<file path="src/rtl/raster_region_scanner.sv">
// Raster-order pixel walker with per-region hit flags and row-major ROM addresses.
// Region geometry is captured at frame start, so changes during a frame are ignored.
module raster_region_scanner #(
  parameter int unsigned SCREEN_W    = 160,
  parameter int unsigned SCREEN_H    = 120,
  parameter int unsigned X_W         = 8,
  parameter int unsigned Y_W         = 8,
  parameter int unsigned NUM_REGIONS = 4,
  parameter int unsigned ADDR_W      = 13
) (
  input  logic                          clk,
  input  logic                          resetn,
  input  logic                          start,
  input  logic                          abort,
  input  logic [NUM_REGIONS-1:0]        region_en,
  input  logic [NUM_REGIONS*X_W-1:0]    region_x,
  input  logic [NUM_REGIONS*Y_W-1:0]    region_y,
  input  logic [NUM_REGIONS*X_W-1:0]    region_w,
  input  logic [NUM_REGIONS*Y_W-1:0]    region_h,
  output logic [X_W-1:0]                pix_x,
  output logic [Y_W-1:0]                pix_y,
  output logic                          pix_valid,
  output logic [NUM_REGIONS-1:0]        region_hit,
  output logic [NUM_REGIONS*ADDR_W-1:0] region_addr,
  output logic                          busy,
  output logic                          done
);

  localparam int unsigned XE = X_W + 1;
  localparam int unsigned YE = Y_W + 1;

  typedef enum logic [1:0] {IDLE, SCAN, DONE} state_t;

  state_t                       state;
  logic [NUM_REGIONS-1:0]       latEn;
  logic [NUM_REGIONS*X_W-1:0]   latX;
  logic [NUM_REGIONS*Y_W-1:0]   latY;
  logic [NUM_REGIONS*X_W-1:0]   latW;
  logic [NUM_REGIONS*Y_W-1:0]   latH;
  logic [ADDR_W-1:0]            rowBase [NUM_REGIONS];

  logic [NUM_REGIONS-1:0]       srcEn;
  logic [NUM_REGIONS*X_W-1:0]   srcX;
  logic [NUM_REGIONS*Y_W-1:0]   srcY;
  logic [NUM_REGIONS*X_W-1:0]   srcW;
  logic [NUM_REGIONS*Y_W-1:0]   srcH;
  logic [X_W-1:0]               rx [NUM_REGIONS];
  logic [Y_W-1:0]               ry [NUM_REGIONS];
  logic [X_W-1:0]               rw [NUM_REGIONS];
  logic [Y_W-1:0]               rh [NUM_REGIONS];
  logic [NUM_REGIONS-1:0]       rowIn;
  logic [ADDR_W-1:0]            nxtBase [NUM_REGIONS];
  logic [ADDR_W-1:0]            nxtAddr [NUM_REGIONS];
  logic [NUM_REGIONS-1:0]       nxtHit;
  logic [X_W-1:0]               nx;
  logic [Y_W-1:0]               ny;
  logic                         lastX;
  logic                         lastPix;

  // Next pixel and its region results; in IDLE the live inputs feed pixel (0,0).
  always_comb begin
    lastX   = (pix_x == X_W'(SCREEN_W - 1));
    lastPix = lastX && (pix_y == Y_W'(SCREEN_H - 1));
    if (state == IDLE) begin
      srcEn = region_en;
      srcX  = region_x;
      srcY  = region_y;
      srcW  = region_w;
      srcH  = region_h;
      nx    = '0;
      ny    = '0;
    end else begin
      srcEn = latEn;
      srcX  = latX;
      srcY  = latY;
      srcW  = latW;
      srcH  = latH;
      nx    = lastX ? '0 : X_W'(pix_x + X_W'(1));
      ny    = lastX ? Y_W'(pix_y + Y_W'(1)) : pix_y;
    end
    for (int i = 0; i < NUM_REGIONS; i++) begin
      rx[i] = srcX[i*X_W +: X_W];
      ry[i] = srcY[i*Y_W +: Y_W];
      rw[i] = srcW[i*X_W +: X_W];
      rh[i] = srcH[i*Y_W +: Y_W];
      rowIn[i] = (pix_y >= ry[i]) && (YE'(pix_y) < YE'(YE'(ry[i]) + YE'(rh[i])));
      // Row base advances by the full width after every covered row, clipped or not.
      if (state == IDLE)
        nxtBase[i] = '0;
      else if (lastX && rowIn[i])
        nxtBase[i] = ADDR_W'(rowBase[i] + ADDR_W'(rw[i]));
      else
        nxtBase[i] = rowBase[i];
      nxtHit[i] = srcEn[i]
                  && (nx >= rx[i]) && (XE'(nx) < XE'(XE'(rx[i]) + XE'(rw[i])))
                  && (ny >= ry[i]) && (YE'(ny) < YE'(YE'(ry[i]) + YE'(rh[i])));
      nxtAddr[i] = ADDR_W'(nxtBase[i] + ADDR_W'(X_W'(nx - rx[i])));
    end
  end

  always_ff @(posedge clk) begin
    if (!resetn) begin
      state       <= IDLE;
      pix_x       <= '0;
      pix_y       <= '0;
      pix_valid   <= 1'b0;
      region_hit  <= '0;
      region_addr <= '0;
      busy        <= 1'b0;
      done        <= 1'b0;
      latEn       <= '0;
      latX        <= '0;
      latY        <= '0;
      latW        <= '0;
      latH        <= '0;
      for (int i = 0; i < NUM_REGIONS; i++) rowBase[i] <= '0;
    end else begin
      case (state)
        IDLE: begin
          latEn      <= region_en;
          latX       <= region_x;
          latY       <= region_y;
          latW       <= region_w;
          latH       <= region_h;
          pix_x      <= '0;
          pix_y      <= '0;
          pix_valid  <= 1'b0;
          region_hit <= '0;
          busy       <= 1'b0;
          done       <= 1'b0;
          for (int i = 0; i < NUM_REGIONS; i++) rowBase[i] <= '0;
          if (start && !abort) begin
            state      <= SCAN;
            pix_valid  <= 1'b1;
            busy       <= 1'b1;
            region_hit <= nxtHit;
            for (int i = 0; i < NUM_REGIONS; i++)
              region_addr[i*ADDR_W +: ADDR_W] <= nxtHit[i] ? nxtAddr[i] : '0;
          end
        end
        SCAN: begin
          if (abort || lastPix) begin
            state      <= DONE;
            pix_valid  <= 1'b0;
            region_hit <= '0;
            done       <= 1'b1;
          end else begin
            pix_x      <= nx;
            pix_y      <= ny;
            region_hit <= nxtHit;
            for (int i = 0; i < NUM_REGIONS; i++) begin
              rowBase[i] <= nxtBase[i];
              if (nxtHit[i]) region_addr[i*ADDR_W +: ADDR_W] <= nxtAddr[i];
            end
          end
        end
        DONE: begin
          state <= IDLE;
          pix_x <= '0;
          pix_y <= '0;
          done  <= 1'b0;
          busy  <= 1'b0;
        end
        default: state <= IDLE;
      endcase
    end
  end

endmodule

</file>
<file path="config.mk">
export PLATFORM = sky130hd
export DESIGN_NAME = raster_region_scanner
export DESIGN_NICKNAME = d
export VERILOG_FILES = /design/src/rtl/raster_region_scanner.sv
export SDC_FILE = /design/constraint.sdc
export NUM_CORES = 1
export LEC_CHECK = 0
export ABC_AREA = 1
export CAP_MARGIN = 0
export CORE_ASPECT_RATIO = 0.8
export CORE_MARGIN = 4
export CORE_UTILIZATION = 39
export CTS_BUF_LIST = sky130_fd_sc_hd__clkbuf_8 sky130_fd_sc_hd__clkbuf_16
export CTS_CLUSTER_DIAMETER = 40
export DETAILED_ROUTE_END_ITERATION = 16
export GPL_TIMING_DRIVEN = 0
export SETUP_SLACK_MARGIN = 0.5
export SLEW_MARGIN = 20
export SYNTH_ARGS = -nofsm -noshare
export SYNTH_HDL_FRONTEND = slang
export SYNTH_SLANG_ARGS = --single-unit
</file>
<file path="constraint.sdc">
create_clock -name clk -period 13.3 [get_ports clk]
set_clock_uncertainty 0.15 [all_clocks]
set_input_delay 3.325 -clock clk [delete_from_list [all_inputs] [get_ports clk]]
set_output_delay 3.325 -clock clk [all_outputs]
set_load 0.01 [all_outputs]
</file>
==> results of run 1 <==
-- stage by stage --
step	worst slack [ns]	power (mW)	area, um2	utilization, %	hold slack [ns]
3_5_place_dp	3.30	1.58	24400	45.2	0.308
5_1_grt	3.27	3.07	26200	48.5	0.335
3_3_place_gp	3.38	1.56	24300	45.1	0.303
2_1_floorplan	5.06	1.35	21400	-	0.295
4_1_cts	3.89	2.93	26200	48.5	0.317
6_report	3.73	2.92	26200	48.5	0.312
-- flip-flops by register name, summed over array words and instances (netlist names) --
signal       count
latH            32
done             1
region_addr     52
latEn            4
latX            32
pix_y            8
pix_valid        1
busy             1
latW            32
state            2
rowBase         52
pix_x            8
latY            32
region_hit       4
-- worst max-delay path, delay by kind of cell --
family          cells  cell delay, ns
simple gates       24            3.02
fa+ha+maj           4            1.39
buf+inv             7            1.22
compound gates      5            0.72
xor+xnor            1            0.23
-- final cells by class --
type	count	area (um2)	share of cell area (%)
buffer	92	488	1.86
clock buffer	59	1410	5.38
timing repair buffer	212	2130	8.11
antenna	1	2.50	0.00955
sequential	261	5620	21.4
multi-input combinational	2298	14100	53.7
clock inverter	37	383	1.46
tap	702	878	3.35
inverter	327	1230	4.68
-- metal layers --
metal,routed length [um],up-vias
met5,0,-
li1,-,10500
met2,34600,784
met4,2970,0
met3,7890,137
met1,37800,10100
-- synth_stat cells, types with 4 or more instances --
cell type	n	area, um2
sky130_fd_sc_hd__a211oi_1	6	45.0
sky130_fd_sc_hd__a211oi_2	7	87.6
sky130_fd_sc_hd__a21boi_0	6	45.0
sky130_fd_sc_hd__a21o_1	8	60.1
sky130_fd_sc_hd__a21oi_1	327	1640
sky130_fd_sc_hd__a21oi_2	5	43.8
sky130_fd_sc_hd__a31oi_1	6	37.5
sky130_fd_sc_hd__and2_1	7	43.8
sky130_fd_sc_hd__and3_1	4	25.0
sky130_fd_sc_hd__buf_2	7	35.0
sky130_fd_sc_hd__buf_4	4	30.0
sky130_fd_sc_hd__buf_6	11	124
sky130_fd_sc_hd__clkbuf_1	66	248
sky130_fd_sc_hd__dfxtp_1	222	4440
sky130_fd_sc_hd__edfxtp_1	39	1170
sky130_fd_sc_hd__fa_1	20	400
sky130_fd_sc_hd__ha_1	274	3430
sky130_fd_sc_hd__inv_1	307	1150
sky130_fd_sc_hd__inv_2	18	67.6
sky130_fd_sc_hd__nand2_1	664	2490
sky130_fd_sc_hd__nand2_2	31	194
sky130_fd_sc_hd__nand3_1	174	871
sky130_fd_sc_hd__nand3_2	10	100
sky130_fd_sc_hd__nand3_4	4	70.1
sky130_fd_sc_hd__nand3b_1	7	52.6
sky130_fd_sc_hd__nand4_1	28	175
sky130_fd_sc_hd__nand4_2	4	50.1
sky130_fd_sc_hd__nor2_1	221	830
sky130_fd_sc_hd__nor2_2	14	87.6
sky130_fd_sc_hd__nor2_4	5	56.3
sky130_fd_sc_hd__nor3_1	29	145
sky130_fd_sc_hd__nor3_2	5	50.1
sky130_fd_sc_hd__nor4_1	12	75.1
sky130_fd_sc_hd__o211ai_1	5	37.5
sky130_fd_sc_hd__o21a_1	6	45.0
sky130_fd_sc_hd__o21ai_0	128	641
sky130_fd_sc_hd__o21ai_1	35	175
sky130_fd_sc_hd__o21ai_2	13	114
sky130_fd_sc_hd__o21bai_1	21	158
sky130_fd_sc_hd__or2_2	51	319
sky130_fd_sc_hd__xnor2_1	43	377
sky130_fd_sc_hd__xor2_1	85	744
-- how the worst min path moves through the flow --
| stage | to | depth (start not counted) | from | slack, ns |
|---|---|---|---|---|
| detailed placement | region_addr[11]$_SDFFE_PN0P_ | 2 | region_addr[11]$_SDFFE_PN0P_ | 0.31 |
| global placement | region_addr[14]$_SDFFE_PN0P_ | 2 | region_addr[14]$_SDFFE_PN0P_ | 0.30 |
| CTS | region_addr[11]$_SDFFE_PN0P_ | 2 | region_addr[11]$_SDFFE_PN0P_ | 0.32 |
| finish | region_addr[18]$_SDFFE_PN0P_ | 2 | region_addr[18]$_SDFFE_PN0P_ | 0.31 |
| floorplan | rowBase[2][11]$_SDFFE_PP0P_ | 2 | rowBase[2][11]$_SDFFE_PP0P_ | 0.30 |
| global route | region_addr[18]$_SDFFE_PN0P_ | 2 | region_addr[18]$_SDFFE_PN0P_ | 0.33 |
-- cells by family after synthesis --
kind of cell               Yosys count  share of synthesized area, %
AOI/OAI and AO/OA                  591                          15.4
xor gates and xnor gates           129                          5.32
adders and majority gates          294                          17.9
buffers and inverters              419                          8.02
DFF                                261                          26.3
muxes                                2                        0.0937
and+or+nand+nor                   1282                          26.9
-- power by group --
part,leakage [nW],internal (mW),total [mW],switching (mW)
Sequential,2.29,0.837,0.850,0.0130
Combinational,9.05,0.267,0.725,0.458
Clock,0.897,0.838,1.35,0.510
-- placed cells by master, fill, tap and decap left out, types with 13 or more instances in the layout --
cell type | synthesis | layout
sky130_fd_sc_hd__clkbuf_1 | 66 | 64
sky130_fd_sc_hd__nand2_1 | 664 | 663
sky130_fd_sc_hd__inv_2 | 18 | 18
sky130_fd_sc_hd__nor3_1 | 29 | 27
sky130_fd_sc_hd__o21ai_2 | 13 | 13
sky130_fd_sc_hd__xnor2_1 | 43 | 43
sky130_fd_sc_hd__xor2_1 | 85 | 85
sky130_fd_sc_hd__nand2_2 | 31 | 32
sky130_fd_sc_hd__o21ai_1 | 35 | 35
sky130_fd_sc_hd__a21oi_1 | 327 | 326
sky130_fd_sc_hd__o21ai_0 | 128 | 128
sky130_fd_sc_hd__clkdlybuf4s50_1 | 0 | 209
sky130_fd_sc_hd__or2_2 | 51 | 51
sky130_fd_sc_hd__o21bai_1 | 21 | 21
sky130_fd_sc_hd__edfxtp_1 | 39 | 39
sky130_fd_sc_hd__nand4_1 | 28 | 28
sky130_fd_sc_hd__nor2_2 | 14 | 20
sky130_fd_sc_hd__nand3_1 | 174 | 174
sky130_fd_sc_hd__clkbuf_16 | 0 | 53
sky130_fd_sc_hd__nor2_1 | 221 | 215
sky130_fd_sc_hd__fa_1 | 20 | 20
sky130_fd_sc_hd__dfxtp_1 | 222 | 222
sky130_fd_sc_hd__ha_1 | 274 | 274
sky130_fd_sc_hd__buf_6 | 11 | 14
sky130_fd_sc_hd__inv_1 | 307 | 309
==> impl_metrics.py, run 1 <==
metrics = {
    "status": {
        "outcome": "completed",
    },
    "setup_path": {
        "setup.worst_path.class": "in -> reg",
        "worstReg2RegStart": "state[1]$_SDFFE_PN0P_",
        "timing.critical_path.mode_cell": "sky130_fd_sc_hd__nand2_1",
        "cpPeakStageDelay_ns": 0.56,
        "critical_path.reg2reg.endpoint": "region_addr[51]$_SDFFE_PN0P_",
        "worst_setup_path_startpoint": "region_y[1]",
        "critPathLaunchType": "primary input",
        "cp_data_required_time_ns": 13.66,
        "r2r.worst_path.cells": 47,
        "critical_path.max_fanout": 10,
        "setup.reg_to_reg.worst_slack_ns": 3.86,
        "cp.arrival_ns": 9.93,
        "crit_path_top_delay_cell": "sky130_fd_sc_hd__clkdlybuf4s50_1",
        "worst_setup_path_endpoint": "region_addr[12]$_SDFFE_PN0P_",
        "endpoint_kind": "register",
    },
    "synth": {
        "synth_seq_area_share_pct": 26.3,
        "synth_area_um2": 21400,
        "postSynthNetCount": 3408,
        "synth-edff-count": 39,
        "synth_cell_types": 67,
        "synth-seq-cells": 261,
        "postSynthAreaPerCell_um2": 7.17,
        "postSynth.asyncResetShare_pct": 0,
        "synthFlopType": "sky130_fd_sc_hd__dfxtp_1",
        "synthesis.instances": 2978,
        "synth-warning-count": 0,
    },
    "sta": {
        "total_negative_setup_slack_ns": 0,
        "grt_setup_unrepaired": "no",
        "max_clock_freq_mhz": 104,
        "finalCriticalPeriod_ns": 9.57,
        "worst_slew_pin_tran_ns": 1.19,
        "finalSetupViolations": 0,
        "timing.final.crit_share_pct": 72.0,
        "hold_violation_total_from_the_final_report": 0,
        "slew_viol_final": 0,
        "timing.slew.headroom_pct": 20.9,
    },
    "cts": {
        "tritoncts_clock_tree": "yes",
        "ctsResizeCount": 0,
        "cts_num_sinks": 261,
        "clkLatencyLatePin_ns": 0.60,
        "cts_max_path_buffers": 3,
        "clock_tree.htree_level_count": 2,
        "cts_hold_repair.buffers": 0,
        "cts.repair_timing.setup_buffer_count": 0,
        "clk_pin_slew_worst_paths_ns": 0.06,
        "tritoncts_buffers": 51,
        "cts_root_buf": "sky130_fd_sc_hd__clkbuf_16",
    },
    "floorplan": {
        "vertical_extent_of_the_die_um": 217,
        "num_io_pins": 211,
        "starting_density_pct": 39.6,
        "die_area_um2": 58600,
        "fp_rows": 76,
        "die_w_um": 270,
        "placeableCoreArea_um2": 54000,
    },
    "grt": {
        "grt_pass1_wl_um": 123000,
        "globalRouteMet3Util_pct": 7.31,
        "grt_overall_usage_pct": 27.5,
        "globalRoute.busiestLayer": "met2",
        "via_count_of_the_first_global_routing_pass": 20800,
        "global_route.overflow_total": 0,
        "groute.layer.met2.usage_pct": 41.8,
        "groute.layer.met1.usage_pct": 37.6,
        "grt_max_degree": 27,
        "grt_antenna_before_repair": 3,
    },
    "detailed_routing": {
        "detail_route.wirelength_um": 83200,
        "detail-route-antenna-nets": 0,
        "avgViaCountPerCell": 5.40,
        "drc_errors": 0,
        "drt_pre_antenna_iters": 5,
        "avgRoutedWirePerCell_um": 20.9,
        "route.vias.total": 21500,
        "initialDrtViolationCount": 1748,
    },
    "layout": {
        "finalNonFillerCells": 3989,
        "finish.net_count": 3673,
        "final_layout_size_suffix_gt1_share_pct": 9.53,
        "flow.area_growth_from_synthesis_pct": 22.6,
        "fill_cells": 5355,
    },
    "power": {
        "cell_leakage_power_nw": 12.2,
        "vdd_drop_max_mv": 0.0912,
        "power.density_nw_per_um2": 112,
    },
    "placed_design": {
        "placedCellCount": 3892,
        "half_perimeter_wire_length_after_detailed_placement_um": 66300,
        "gp_routability_congestion": 0.931,
        "io_buffer_count": 209,
    },
    "run": {
        "max_cap_violation_count": 0,
    },
    "min_path": {
        "worst_hold_path_type": "reg -> reg",
    },
}
(Power assumes the default switching activity.)
==> inputs of run 2 (changes only) <==
clock period = 9.3 ns   (was 13.3 ns; I/O delays follow)
==> run 2 against run 1 <==
  * Global-route usage about the same
  * Sequential share of layout area is essentially flat
  * Sequential power up 44%
  * Critical path type is now reg -> reg
  * Sequential cell count did not move
  * Worst hold slack gained 0.0015 ns
  * Largest cell class unchanged
  * Core utilization grew 0.067 points
  * Wire length grew 0.28%
  * Clock power grew 43%
==> impl_metrics.py, run 2 (synthesis results as in run 1) <==
metrics = {
    "placed_design": {
        "io_buffer_count": 209,
        "gp_routability_congestion": 0.931,
        "half_perimeter_wire_length_after_detailed_placement_um": 66300,
    },
    "sta": {
        "slew_viol_final": 0,
        "timing.final.crit_share_pct": 89.8,
        "timing.slew.headroom_pct": 21.8,
        "total_negative_setup_slack_ns": 0,
        "max_clock_freq_mhz": 120,
        "worst_slew_pin_tran_ns": 1.17,
        "hold_violation_total_from_the_final_report": 0,
        "finalSetupViolations": 0,
        "finalCriticalPeriod_ns": 8.35,
        "grt_setup_unrepaired": "yes",
    },
    "floorplan": {
        "placeableCoreArea_um2": 54000,
        "fp_rows": 76,
        "starting_density_pct": 39.6,
        "num_io_pins": 211,
        "die_w_um": 270,
        "die_area_um2": 58600,
        "vertical_extent_of_the_die_um": 217,
    },
    "cts": {
        "tritoncts_buffers": 51,
        "cts.repair_timing.setup_buffer_count": 0,
        "cts_max_path_buffers": 3,
        "tritoncts_clock_tree": "yes",
        "clkLatencyLatePin_ns": 0.61,
        "cts_root_buf": "sky130_fd_sc_hd__clkbuf_16",
        "cts_num_sinks": 261,
        "clock_tree.htree_level_count": 2,
        "clk_pin_slew_worst_paths_ns": 0.06,
    },
    "detailed_routing": {
        "detail-route-antenna-nets": 0,
        "drt_pre_antenna_iters": 6,
        "drc_errors": 0,
        "route.vias.total": 21600,
        "initialDrtViolationCount": 1840,
        "avgViaCountPerCell": 5.42,
        "avgRoutedWirePerCell_um": 20.9,
        "detail_route.wirelength_um": 83500,
    },
    "power": {
        "cell_leakage_power_nw": 12.3,
        "vdd_drop_max_mv": 0.132,
        "fin_total_pwr_mw": 4.19,
        "power.density_nw_per_um2": 160,
    },
    "layout": {
        "final_layout_size_suffix_gt1_share_pct": 9.95,
        "footprint_of_the_multi_input_gates_um2": 14100,
        "layout.cells.most_common_list": "sky130_fd_sc_hd__nand2_1 (663), sky130_fd_sc_hd__a21oi_1 (326), sky130_fd_sc_hd__inv_1 (309)",
        "flow.area_growth_from_synthesis_pct": 22.8,
        "fill_cells": 5354,
        "biggestRegsByFlops": "region_addr: 52 flops, rowBase: 52 flops",
        "ff_latch_area_um2": 5620,
        "finish.net_count": 3673,
        "layout.cells.most_common": "sky130_fd_sc_hd__nand2_1",
    },
    "setup_path": {
        "crit_path_top_delay_cell": "sky130_fd_sc_hd__clkbuf_2",
        "timing.critical_path.mode_cell": "sky130_fd_sc_hd__nand2_1",
        "critPathLaunchType": "register",
        "cpPeakStageDelay_ns": 0.49,
        "cp_data_required_time_ns": 9.59,
        "critical_path.max_fanout": 10,
        "endpoint_kind": "register",
        "setup.worst_path.class": "reg -> reg",
        "cp.arrival_ns": 8.64,
    },
    "status": {
        "outcome": "completed",
    },
    "grt": {
        "grt_pass1_wl_um": 123000,
        "via_count_of_the_first_global_routing_pass": 20800,
        "grt_max_degree": 27,
        "grt_antenna_before_repair": 4,
        "globalRouteMet3Util_pct": 7.07,
        "groute.layer.met1.usage_pct": 37.8,
        "groute.layer.met2.usage_pct": 41.8,
        "global_route.overflow_total": 0,
        "globalRoute.busiestLayer": "met2",
        "grt_overall_usage_pct": 27.5,
    },
    "run": {
        "max_cap_violation_count": 0,
    },
    "min_path": {
        "worst_hold_path_type": "reg -> reg",
    },
}
-- run 2: metrics by stage --
stage	util [%]	instances	setup WS [ns]	area (um2)	hold WS, ns
3_5_place_dp	45.2	3892	0.107	24400	0.308
5_1_grt	48.6	3988	0.492	26200	0.335
2_1_floorplan	-	2978	2.06	21400	0.295
4_1_cts	48.5	3988	0.492	26200	0.317
3_3_place_gp	45.1	3889	0.269	24300	0.303
6_report	48.6	3991	0.947	26200	0.313
-- run 2: cell type report --
class                           count  area share [%]
Multi-Input combinational cell   2298            53.7
Sequential cell                   261            21.4
Timing Repair Buffer              212            8.10
Clock buffer                       59            5.37
Inverter                          327            4.68
Tap cell                          702            3.35
Buffer                             92            1.95
Clock inverter                     37            1.46
Antenna cell                        3          0.0286
-- run 2: final timing paths --
| kind | start | to | slack (ns) | depth (start not counted) |
|---|---|---|---|---|
| worst min-delay path | region_addr[14]$_SDFFE_PN0P_ | region_addr[14]$_SDFFE_PN0P_ | 0.31 | 2 |
| worst max-delay path | state[1]$_SDFFE_PN0P_ | region_addr[51]$_SDFFE_PN0P_ | 0.95 | 47 |
| worst min register to register | region_addr[14]$_SDFFE_PN0P_ | region_addr[14]$_SDFFE_PN0P_ | 0.31 | 2 |
| worst max register to register | state[1]$_SDFFE_PN0P_ | region_addr[51]$_SDFFE_PN0P_ | 0.95 | 47 |
-- run 2: worst max-delay path, delay by kind of cell (launching register included) --
kind	cells	cell delay, ns
adder cells (fa/ha/maj)	5	1.33
buffers and inverters	13	2.94
flip-flops	1	0.32
AO/OA/AOI/OAI	5	0.61
AND/OR/NAND/NOR	23	2.58
XOR/XNOR	1	0.25
-- run 2: power by group --
part	leakage [nW]	internal [mW]	switching [mW]
combinational	9.09	0.383	0.655
clock	0.897	1.20	0.733
sequential	2.29	1.20	0.0186
-- run 2: layer usage --
layer	part of all wire, %	up-vias
li1	-	10500
met1	45	10200
met2	42	802
met3	9.5	136
met4	3.5	0
met5	0	-
-- run 2: timing repair --
item,in CTS,in global routing
setup endpoints to repair,11,18
hold buffers,0,0
resized for setup,9,18
==> inputs of run 3 (changes only) <==
CTS_CLUSTER_DIAMETER = not set   (was 40)
==> run 3 against run 2 <==
  * Clock power fell by 34%
  * Worst setup slack got worse by 0.037 ns
  * Design area fell by 2.9%
  * Largest cell class unchanged
  * Highest routed layer unchanged
==> impl_metrics.py, run 3 (synthesis results as in run 1) <==
metrics = {
    "sta": {
        "total_negative_setup_slack_ns": 0,
        "grt_setup_unrepaired": "yes",
        "timing.slew.headroom_pct": 18.4,
        "hold_violation_total_from_the_final_report": 0,
        "slew_viol_final": 0,
        "finalSetupViolations": 0,
        "max_clock_freq_mhz": 119,
        "worst_slew_pin_tran_ns": 1.22,
        "finalCriticalPeriod_ns": 8.39,
        "timing.final.crit_share_pct": 90.2,
    },
    "grt": {
        "grt_pass1_wl_um": 122000,
        "via_count_of_the_first_global_routing_pass": 20600,
        "globalRoute.busiestLayer": "met2",
        "groute.layer.met2.usage_pct": 42.2,
        "grt_overall_usage_pct": 27.2,
        "grt_max_degree": 27,
        "globalRouteMet3Util_pct": 6.42,
        "grt_antenna_before_repair": 5,
        "groute.layer.met1.usage_pct": 38.0,
        "global_route.overflow_total": 0,
    },
    "cts": {
        "cts_num_sinks": 261,
        "clock_tree.htree_level_count": 1,
        "tritoncts_buffers": 31,
        "clk_pin_slew_worst_paths_ns": 0.06,
        "clkLatencyLatePin_ns": 0.60,
        "tritoncts_clock_tree": "yes",
        "cts.repair_timing.setup_buffer_count": 0,
        "cts_hold_repair.buffers": 0,
        "cts_root_buf": "sky130_fd_sc_hd__clkbuf_16",
        "cts_max_path_buffers": 3,
    },
    "detailed_routing": {
        "route.vias.total": 21500,
        "detail-route-antenna-nets": 0,
        "drt_pre_antenna_iters": 5,
        "drc_errors": 0,
        "detail_route.wirelength_um": 82800,
        "initialDrtViolationCount": 1973,
        "avgViaCountPerCell": 5.45,
        "avgRoutedWirePerCell_um": 21.0,
    },
    "power": {
        "power.density_nw_per_um2": 138,
        "vdd_drop_max_mv": 0.132,
        "cell_leakage_power_nw": 11.9,
    },
    "min_path": {
        "hold_path_depth": 2,
        "hold_start": "region_addr[18]$_SDFFE_PN0P_",
        "worst_hold_path_type": "reg -> reg",
        "endpoint_of_the_worst_hold_timing_path": "region_addr[18]$_SDFFE_PN0P_",
    },
    "setup_path": {
        "crit_path_top_delay_cell": "sky130_fd_sc_hd__fa_1",
        "critical_path.reg2reg.endpoint": "region_addr[51]$_SDFFE_PN0P_",
        "setup.reg_to_reg.worst_slack_ns": 0.94,
        "r2r.worst_path.cells": 47,
        "cp.arrival_ns": 8.66,
        "critPathLaunchType": "primary input",
        "setup.worst_path.class": "in -> reg",
        "timing.critical_path.mode_cell": "sky130_fd_sc_hd__nand2_1",
        "endpoint_kind": "register",
        "cp_data_required_time_ns": 9.57,
        "worstReg2RegStart": "state[1]$_SDFFE_PN0P_",
        "cpPeakStageDelay_ns": 0.49,
        "critical_path.max_fanout": 10,
        "worst_setup_path_startpoint": "region_y[25]",
    },
    "floorplan": {
        "num_io_pins": 211,
        "vertical_extent_of_the_die_um": 217,
        "starting_density_pct": 39.6,
        "placeableCoreArea_um2": 54000,
        "fp_rows": 76,
        "die_w_um": 270,
        "die_area_um2": 58600,
    },
    "status": {
        "outcome": "completed",
    },
    "layout": {
        "layout.core_utilization_pct": 47.2,
        "layout.cells.most_common_list": "sky130_fd_sc_hd__nand2_1 (663), sky130_fd_sc_hd__a21oi_1 (326), sky130_fd_sc_hd__inv_1 (314)",
        "flow.area_growth_from_synthesis_pct": 19.3,
        "layout.cells.most_common": "sky130_fd_sc_hd__nand2_1",
        "biggestRegsByFlops": "region_addr: 52 flops, rowBase: 52 flops",
        "finish.net_count": 3653,
        "final_layout_size_suffix_gt1_share_pct": 8.69,
    },
    "placed_design": {
        "half_perimeter_wire_length_after_detailed_placement_um": 66300,
        "gp_routability_congestion": 0.931,
        "io_buffer_count": 209,
    },
    "run": {
        "max_cap_violation_count": 0,
    },
}
-- run 3: cell count changes in the layout (fill, tap and decap cells not counted), sizes merged --
cell / change
clkinvlp: -1
diode: -1
clkinv: -5
buf: +1
clkbuf: -21
inv: -14
-- run 3: stage by stage --
stage / setup WS (ns) / power (mW) / hold WS, ns / instances / cell area (um2)
finish: 0.910 / 3.53 / 0.312 / 3950 / 25500
global route: 0.496 / 3.72 / 0.335 / 3949 / 25500
CTS: 0.492 / 3.53 / 0.317 / 3948 / 25500
detailed placement: 0.107 / 2.26 / 0.308 / 3892 / 24400
global placement: 0.269 / 2.23 / 0.303 / 3889 / 24300
floorplan: 2.06 / 1.93 / 0.295 / 2978 / 21400
-- run 3: area by class of cell --
type,count,area (um2)
clock buffer,39,886
buffer,92,510
antenna,2,5.00
multi-input combinational,2298,14100
inverter,327,1230
fill,5409,28500
tap,702,878
timing repair buffer,212,2130
clock inverter,17,159
sequential,261,5620
-- run 3: worst max-delay path by stage --
stage / endpoint / slack, ns / cells after the start
floorplan: region_addr[12]$_SDFFE_PN0P_ / 2.06 / 40
global placement: region_addr[51]$_SDFFE_PN0P_ / 0.27 / 47
detailed placement: region_addr[51]$_SDFFE_PN0P_ / 0.11 / 48
CTS: region_addr[51]$_SDFFE_PN0P_ / 0.49 / 48
finish: region_addr[51]$_SDFFE_PN0P_ / 0.91 / 39
global route: region_addr[51]$_SDFFE_PN0P_ / 0.50 / 40
-- run 3: where the power goes --
group	switching [mW]	leakage [nW]	internal [mW]
combinational	0.655	9.09	0.383
clock	0.526	0.547	0.748
sequential	0.0186	2.29	1.20
total	1.20	11.9	2.33
-- run 3: what timing repair did --
action / CTS / global route
hold endpoints to repair: 0 / 0
gates resized for setup: 9 / 19
setup endpoints to repair: 12 / 18
-- run 3: worst max-delay path: cells and delay by family --
family	cells	cell delay [ns]
AO/OA/AOI/OAI	6	0.86
XOR/XNOR	1	0.26
adder cells (fa/ha/maj)	4	1.40
buffers and inverters	7	1.26
AND/OR/NAND/NOR	21	2.58
-- run 3: layer usage --
metal	share of wire, %	wire length, um
met1	45	37700
met2	42	34500
met3	9.6	7940
met4	3.2	2690
met5	0	0
